File: src/rtl/ic_test_group_sequencer.sv
// Autonomous IC test-group sequencer: steps through the masked groups, holding each one-hot
// enable for DWELL_CYCLES and sampling group_pass. Define MANUAL_SEL_EN for the legacy static-select mode.
module ic_test_group_sequencer #(
  parameter int unsigned NUM_GROUPS   = 5,
  parameter int unsigned SEL_W        = 3,
  parameter int unsigned CNT_W        = 16,
  parameter int unsigned DWELL_CYCLES = 1024
) (
  input  logic                  clk,
  input  logic                  rst_n,
  input  logic                  start,
  input  logic                  abort,
  input  logic [NUM_GROUPS-1:0] group_mask,
  input  logic                  group_pass,
`ifdef MANUAL_SEL_EN
  input  logic [SEL_W-1:0]      manual_sel,
  input  logic                  manual_mode,
`endif
  output logic [NUM_GROUPS-1:0] group_en,
  output logic [SEL_W-1:0]      sel,
  output logic                  busy,
  output logic                  done,
  output logic [NUM_GROUPS-1:0] result,
  output logic                  any_fail
);

  typedef enum logic [1:0] {IDLE, SCAN, DWELL, DONE} state_e;

  localparam logic [SEL_W-1:0] SEL_NONE = '1;
  localparam logic [SEL_W-1:0] LAST_IDX = SEL_W'(NUM_GROUPS - 1);
  localparam logic [CNT_W-1:0] CNT_LOAD = CNT_W'(DWELL_CYCLES - 1);

  state_e                state_q;
  logic [SEL_W-1:0]      idx_q;
  logic [CNT_W-1:0]      cnt_q;
  logic [NUM_GROUPS-1:0] mask_q;
  logic [NUM_GROUPS-1:0] group_en_q;
  logic [SEL_W-1:0]      sel_q;
  logic                  busy_q;
  logic                  done_q;
  logic [NUM_GROUPS-1:0] result_q;
  logic                  any_fail_q;
  logic                  start_ok;

  // Out-of-range codes (including all-ones) decode to no enable.
  function automatic logic [NUM_GROUPS-1:0] onehot(input logic [SEL_W-1:0] i);
    logic [NUM_GROUPS-1:0] v;
    v = '0;
    for (int unsigned g = 0; g < NUM_GROUPS; g++) begin
      if (i == SEL_W'(g)) v[g] = 1'b1;
    end
    return v;
  endfunction

`ifdef MANUAL_SEL_EN
  assign start_ok = start && !abort && !manual_mode;
`else
  assign start_ok = start && !abort;
`endif

  always_ff @(posedge clk or negedge rst_n) begin
    if (!rst_n) begin
      state_q    <= IDLE;
      idx_q      <= '0;
      cnt_q      <= '0;
      mask_q     <= '0;
      group_en_q <= '0;
      sel_q      <= SEL_NONE;
      busy_q     <= 1'b0;
      done_q     <= 1'b0;
      result_q   <= '0;
      any_fail_q <= 1'b0;
    end else begin
      done_q <= 1'b0;
      if (abort && state_q != IDLE) begin
        state_q    <= IDLE;
        group_en_q <= '0;
        sel_q      <= SEL_NONE;
        busy_q     <= 1'b0;
      end else begin
        case (state_q)
          IDLE: begin
`ifdef MANUAL_SEL_EN
            if (manual_mode) begin
              group_en_q <= onehot(manual_sel);
              sel_q      <= manual_sel;
            end else begin
              group_en_q <= '0;
              sel_q      <= SEL_NONE;
            end
`endif
            if (start_ok) begin
              mask_q   <= group_mask;
              result_q <= '0;
              idx_q    <= '0;
              busy_q   <= 1'b1;
              state_q  <= SCAN;
            end
          end
          SCAN: begin
            if (mask_q[idx_q]) begin
              group_en_q <= onehot(idx_q);
              sel_q      <= idx_q;
              cnt_q      <= CNT_LOAD;
              state_q    <= DWELL;
            end else if (idx_q == LAST_IDX) begin
              state_q <= DONE;
            end else begin
              idx_q <= idx_q + 1'b1;
            end
          end
          DWELL: begin
            if (cnt_q != '0) begin
              cnt_q <= cnt_q - 1'b1;
            end else begin
              result_q[idx_q] <= group_pass;
              group_en_q      <= '0;
              sel_q           <= SEL_NONE;
              if (idx_q == LAST_IDX) begin
                state_q <= DONE;
              end else begin
                idx_q   <= idx_q + 1'b1;
                state_q <= SCAN;
              end
            end
          end
          DONE: begin
            done_q     <= 1'b1;
            busy_q     <= 1'b0;
            any_fail_q <= |(mask_q & ~result_q);
            state_q    <= IDLE;
          end
          default: state_q <= IDLE;
        endcase
      end
    end
  end

  assign group_en = group_en_q;
  assign sel      = sel_q;
  assign busy     = busy_q;
  assign done     = done_q;
  assign result   = result_q;
  assign any_fail = any_fail_q;

endmodule
File: config.mk
export PLATFORM = sky130hd
export DESIGN_NAME = ic_test_group_sequencer
export DESIGN_NICKNAME = d
export VERILOG_FILES = /design/src/rtl/ic_test_group_sequencer.sv
export SDC_FILE = /design/constraint.sdc
export NUM_CORES = 1
export LEC_CHECK = 0
export ABC_CLOCK_PERIOD_IN_PS = 5500
export CAP_MARGIN = 10
export CORE_MARGIN = 5
export CORE_UTILIZATION = 61
export DETAILED_ROUTE_END_ITERATION = 7
export PLACE_DENSITY = 0.85
export SETUP_SLACK_MARGIN = 0.1
export SYNTH_ARGS = -nofsm -noshare
export SYNTH_HDL_FRONTEND = slang
export SYNTH_SLANG_ARGS = --single-unit
File: constraint.sdc
create_clock -name clk -period 5.5 [get_ports clk]
set_input_delay 1.1 -clock clk [delete_from_list [all_inputs] [get_ports clk]]
set_output_delay 1.1 -clock clk [all_outputs]
set_load 0.1 [all_outputs]
# ---- Yosys cells after proc, flatten, opt, wreduce, memory -nomap -nowiden
# Cells that the tools add are included.
dict set report totals {
  regBits 42
  latchBits 0
  ramBits 0
  mem_bits_ro 0
  inputBits 10
  output_inout_bits 16
  word_cells 96
  memories 0
}
dict set report classes {
  n_addsub 2
  multipliers 0
  div_mod_pow 0
  n_lt_le_gt_ge 2
  n_eq_ne 16
  shift 0
  n_mux 41
  bitwise_logic 3
  reduce_logical 22
}
# cell n
set op_table {}
lappend op_table {{$mux 16} 2}
lappend op_table {{$pmux 16 s2} 1}
lappend op_table {{$mux 5} 5}
lappend op_table {{$mux 3} 7}
lappend op_table {{$pmux 5 s2} 2}
lappend op_table {{$reduce_bool 16->1} 1}
lappend op_table {{$sub 16x1->16 const B} 1}
lappend op_table {{$mux 2} 6}
lappend op_table {{$mux 1} 11}
lappend op_table {{$ne 2x2->1 const B} 5}
lappend op_table {{$ne 3x3->1 const B} 3}
lappend op_table {{$pmux 3 s3} 1}
lappend op_table {{$reduce_and 3->1} 3}
lappend op_table {{$reduce_bool 3->1} 3}
lappend op_table {{$pmux 2 s4} 1}
lappend op_table {{$reduce_and 4->1} 2}
lappend op_table {{$eq 3x2->1 const B} 2}
lappend op_table {{$pmux 3 s2} 1}
lappend op_table {{$reduce_bool 2->1} 3}
lappend op_table {{$and 5x5->5} 1}
lappend op_table {{$bwmux 5} 1}
lappend op_table {{$not 5->5} 1}
lappend op_table {{$reduce_and 5->1} 1}
lappend op_table {{$reduce_or 5->1} 1}
lappend op_table {{17 further kinds} 21}

# ---- Logic depth before layout (Yosys ltp)
dict set report depth {
  depth_word 7
  mapped_depth 8
  ltp_nobuf 7
}

# ---- Worst setup path before layout
# Ideal clock, no wire load.
dict set report synth_timing {
  kind {register to register}
  startpoint {reg cnt_q[0]}
  endpoint {reg result_q[0], in the netlist result[0]}
  arrival_time_ns 2.316
  required_time_ns 5.378
  setup_slack_ns 3.062
  stages_incl_launch_ff 8
  period_less_slack_ns 2.438
  path_cell_list {dfrtp_1 > inv_1 > ha_1 > or4b_2 > or4_4 > a221oi_4 > o21ai_2 > a22o_1}
}
dict set report synth_via {
  elab_chain_cells 3
}
# element line
set synth_lines {}
lappend synth_lines {{start: declaration} 35} ;# logic [CNT_W-1:0] cnt_q;
lappend synth_lines {{start signal: assignment} 114} ;# cnt_q <= cnt_q - 1'b1;
lappend synth_lines {{$reduce_bool 16->1} 113} ;# if (cnt_q != '0) begin
lappend synth_lines {{$ne 2x2->1 (no line)} --}
lappend synth_lines {{$reduce_and 4->1 (no line)} --}
lappend synth_lines {{end signal: indexed assignment} 116} ;# result_q[idx_q] <= group_pass;
lappend synth_lines {{end: declaration} 41} ;# logic [NUM_GROUPS-1:0] result_q;
# No other way between the ends.
# A chain may end at the register's enable or synchronous reset.

# ---- Worst setup path in the final report
dict set report layout_timing {
  startpoint {in abort}
  endpoint {reg cnt_q[12]}
}
dict set report layout_via {
  elab_chain_cells 3
}
# element line
set layout_lines {}
lappend layout_lines {{start: declaration} 12} ;# input logic abort,
lappend layout_lines {{$logic_and 1x1->1} 75} ;# if (abort && state_q != IDLE) begin
lappend layout_lines {{$not 1->1 (no line)} --}
lappend layout_lines {{$reduce_and 4->1 (no line)} --}
# No other way between the ends.

==> flow_summary.rst <==
.. list-table::
   :header-rows: 1

   * - Metric
     - Value
   * - Status
     - completed
   * - Height of the chip
     - around 73 um
   * - H-Tree Depth
     - 2
   * - Horizontal die dimension
     - about 73 um
   * - Async set or reset register ratio after synthesis
     - between 90% and 100%
   * - Top library cells by usage in the layout, fill and taps aside
     - 39 x dfrtp_1, 24 x clkdlybuf4s50_1, 17 x inv_1
   * - Area of the core
     - roughly 0.0039 mm^2
   * - Max Fclk
     - about 0.32 GHz
   * - Worst setup skew after layout
     - 0.00446 ns
   * - All-Layer GR Usage
     - roughly 23%
   * - Vias after detailed routing
     - around 2000
   * - WHS Path Cells
     - 2
   * - Finish-stage setup viols
     - 0
   * - Most frequent standard cell in the layout excluding fill and tap cells
     - dfrtp_1
   * - Port Buf Inserts
     - 25
   * - Delay of the slowest cell on the worst path
     - around 0.76 ns
   * - TritonCTS buffer count
     - 5
   * - Data required, critical path
     - around 5.7 ns
   * - Origin of the worst min-delay path
     - sel[2]
   * - Weighted congestion reported at the end of routability-driven placement
     - ~0.87
   * - Mapped Nets
     - roughly 260
   * - Proportion of layout cells with a drive suffix above 1
     - between 10% and 20%
   * - CP max stage cell
     - or4_2
   * - Worst-case clock buffer depth
     - 2
   * - DP Cell Count
     - 306
   * - Number of unique standard cell types used by synthesis
     - 57
   * - Register-to-register setup slack
     - 2.45 ns
   * - Number of flops mapped to enable cells by yosys
     - 0
   * - Post-CTS setup buffer count
     - 0
   * - Number of rows created at floorplan
     - 23
   * - Global-route wire length before repair
     - roughly 9600 um
   * - Nets@finish
     - 285
   * - Synthesized area
     - between 0.002 and 0.0025 mm^2
   * - WS Path Type
     - input pin to register
   * - Pin count of the biggest net entering global routing
     - 43
   * - TNS Setup
     - 0 ns
   * - Count of maximum capacitance violations
     - 0
   * - TritonCTS clock tree
     - done
   * - Fin. Hold Viols
     - 0
   * - Path type of the worst min-delay path
     - register to register
   * - Number of primary I/O pins
     - 26
   * - Arrival time at the worst endpoint
     - around 3.3 ns
   * - Overall routed net length
     - around 5600 um
   * - Worst relative slew slack
     - 30.3%
   * - Mean cell area of the mapped netlist
     - 10.2 um^2
   * - Fin crit period
     - roughly 3.1 ns
   * - Root Driver
     - clkbuf_8
   * - Portion of the clock cycle consumed by the worst path in the final layout
     - a little under three fifths
   * - DP HPWL
     - between 3000 and 4000 um
   * - DRC
     - 0
   * - Count of pins over their slew limit
     - 0
   * - Endpoint with the worst hold slack
     - sel[2]
   * - Via count of the first global-routing pass
     - between 1500 and 2000
   * - Worst setup slack before clock tree synthesis
     - about 2.1 ns
   * - Remaining antenna violation count
     - 0
   * - Number of clock sinks
     - 42
   * - Highest ir drop seen on vdd
     - around 0.34 mV
   * - R2r worst-path depth
     - 5
   * - R2R Path End
     - cnt_q[3]
   * - Number of antenna diodes
     - 0
   * - TritonRoute pass-1 iters
     - 4
   * - Power density relative to cell area
     - around 500 mW/mm^2
   * - Fill cell count
     - 285
   * - Via density per instance
     - approximately 6.4
   * - Leakage power summed over all cells
     - approximately 1.1 nW
   * - Area of the die
     - approximately 0.0053 mm^2
   * - PostCTS Resize Cnt
     - 0
   * - DR WL/cell
     - about 18 um
   * - Count of non-filler cells in the finished layout
     - roughly 310
   * - Post-cts hold buffer count
     - 0
   * - Antenna violations before repair
     - 0
   * - GR Overflow Total
     - 0
   * - Most used flip-flop cell after synthesis
     - dfrtp_1
   * - Clock Latency Late Sink
     - approximately 0.3 ns
   * - Startpoint types
     - input pin
   * - Setup repair after global routing missed its margin
     - no
   * - Cell count after synthesis
     - approximately 240
   * - RR Startpoint
     - idx_q[0]
   * - Total design power
     - ~1.4 mW
   * - Starting DRC count in detailed routing
     - 234
   * - Post-synthesis sequential element count
     - 42
   * - Initial Utilization
     - between 60% and 70%
   * - Maximum fanout along the worst path
     - 18
   * - Final worst setup slack
     - roughly 2.4 ns
   * - Clk pin slew, worst setup/hold paths
     - around 0.08 ns
   * - Critical path capture point type
     - register
   * - Critical-path cell list
     - clkdlybuf4s50_1, nand2b_1, o21a_1, o21ai_1, or4_2, a21oi_1
   * - Transition time at the pin with the least slew margin
     - between 1 and 1.5 ns
   * - Yosys warning total
     - 0
   * - Seq/Total Area, Yosys
     - about 43%
   * - Final-layout worst hold slack
     - roughly 0.46 ns
   * - Area growth from synthesis to final layout
     - 14.9%
stage by stage:
stage | instance area [um^2] | util, %
2_1_floorplan | 2430 | -
3_3_place_gp | 2700 | 68.5
3_5_place_dp | 2700 | 68.5
4_1_cts | 2790 | 70.8
5_1_grt | 2790 | 70.8
6_report | 2790 | 70.8
worst max-delay path: cells and delay by family:
| family | cells | cell delay [ns] |
|---|---|---|
| buffers and inverters | 1 | 0.52 |
| AO/OA/AOI/OAI | 3 | 0.67 |
| AND/OR/NAND/NOR | 2 | 1.04 |
where the power goes:
group	internal (mW)	total (mW)	leakage, nW	switching, mW
clock	0.101	0.209	0.0482	0.108
sequential	0.401	0.496	0.504	0.0947
combinational	0.233	0.731	0.567	0.498
total	0.736	1.44	1.12	0.701
cells by family after synthesis:
family,count (synthesis),synth area share (%)
compound gates,71,22.5
fa+ha+maj,12,6.18
buf+inv,25,4.17
flops,42,43.4
mux,11,4.95
simple gates,78,18.8
worst max path at each step:
stage / depth (start not counted) / slack (ns) / to / startpoint
2_1_floorplan: 7 / 3.06 / result[0] / cnt_q[0]
3_3_place_gp: 6 / 2.25 / cnt_q[12] / abort
3_5_place_dp: 6 / 2.14 / cnt_q[12] / abort
4_1_cts: 1 / 2.42 / sel[2] / sel[2]
5_1_grt: 6 / 2.28 / cnt_q[3] / abort
6_report: 6 / 2.40 / cnt_q[12] / abort
layer usage:
metal	up-vias	part of all wire (%)	track usage [%]
met4	0	1.6	8.81
met3	9	5.2	5.37
met2	56	48	33.9
met5	-	0	0
li1	947	-	-
met1	987	45	32.9
sequential cells by signal (all words and copies together) (netlist names):
register	flops
mask_q	5
group_en	5
busy	1
done	1
idx_q	3
cnt_q	16
result	5
state_q	2
any_fail	1
sel	3
synthesized netlist by cell type, types with 3 or more instances:
cell type,count,area share (%)
a21oi_1,12,2.5
a22o_1,11,4.0
a31oi_1,5,1.3
and2_1,3,0.77
and4_1,3,1.1
clkbuf_1,6,0.93
dfrtp_1,39,40
dfstp_2,3,3.2
ha_1,12,6.2
inv_1,17,2.6
mux2_2,8,3.7
mux2i_1,3,1.2
nand2_1,16,2.5
nand2b_1,6,1.5
nand3_1,4,0.82
nand4_1,4,1.0
nor2_1,11,1.7
nor3_1,3,0.62
o21a_1,3,0.93
o21ai_0,6,1.2
o21ai_1,3,0.62
o31ai_1,11,3.4
or3_1,3,0.77
or4_1,6,1.9
or4_4,3,1.4
final cells by class:
class | instances | area (um^2) | share of cell area [%]
clock buffers | 7 | 86.3 | 3.09
multi-input cells | 172 | 1270 | 45.6
flip-flops and latches | 42 | 1050 | 37.8
clock inverters | 1 | 5.00 | 0.179
well taps | 50 | 62.6 | 2.24
repair buffers | 25 | 245 | 8.79
inverters | 17 | 63.8 | 2.29
No activity file was read; power rests on OpenSTA's default activity.
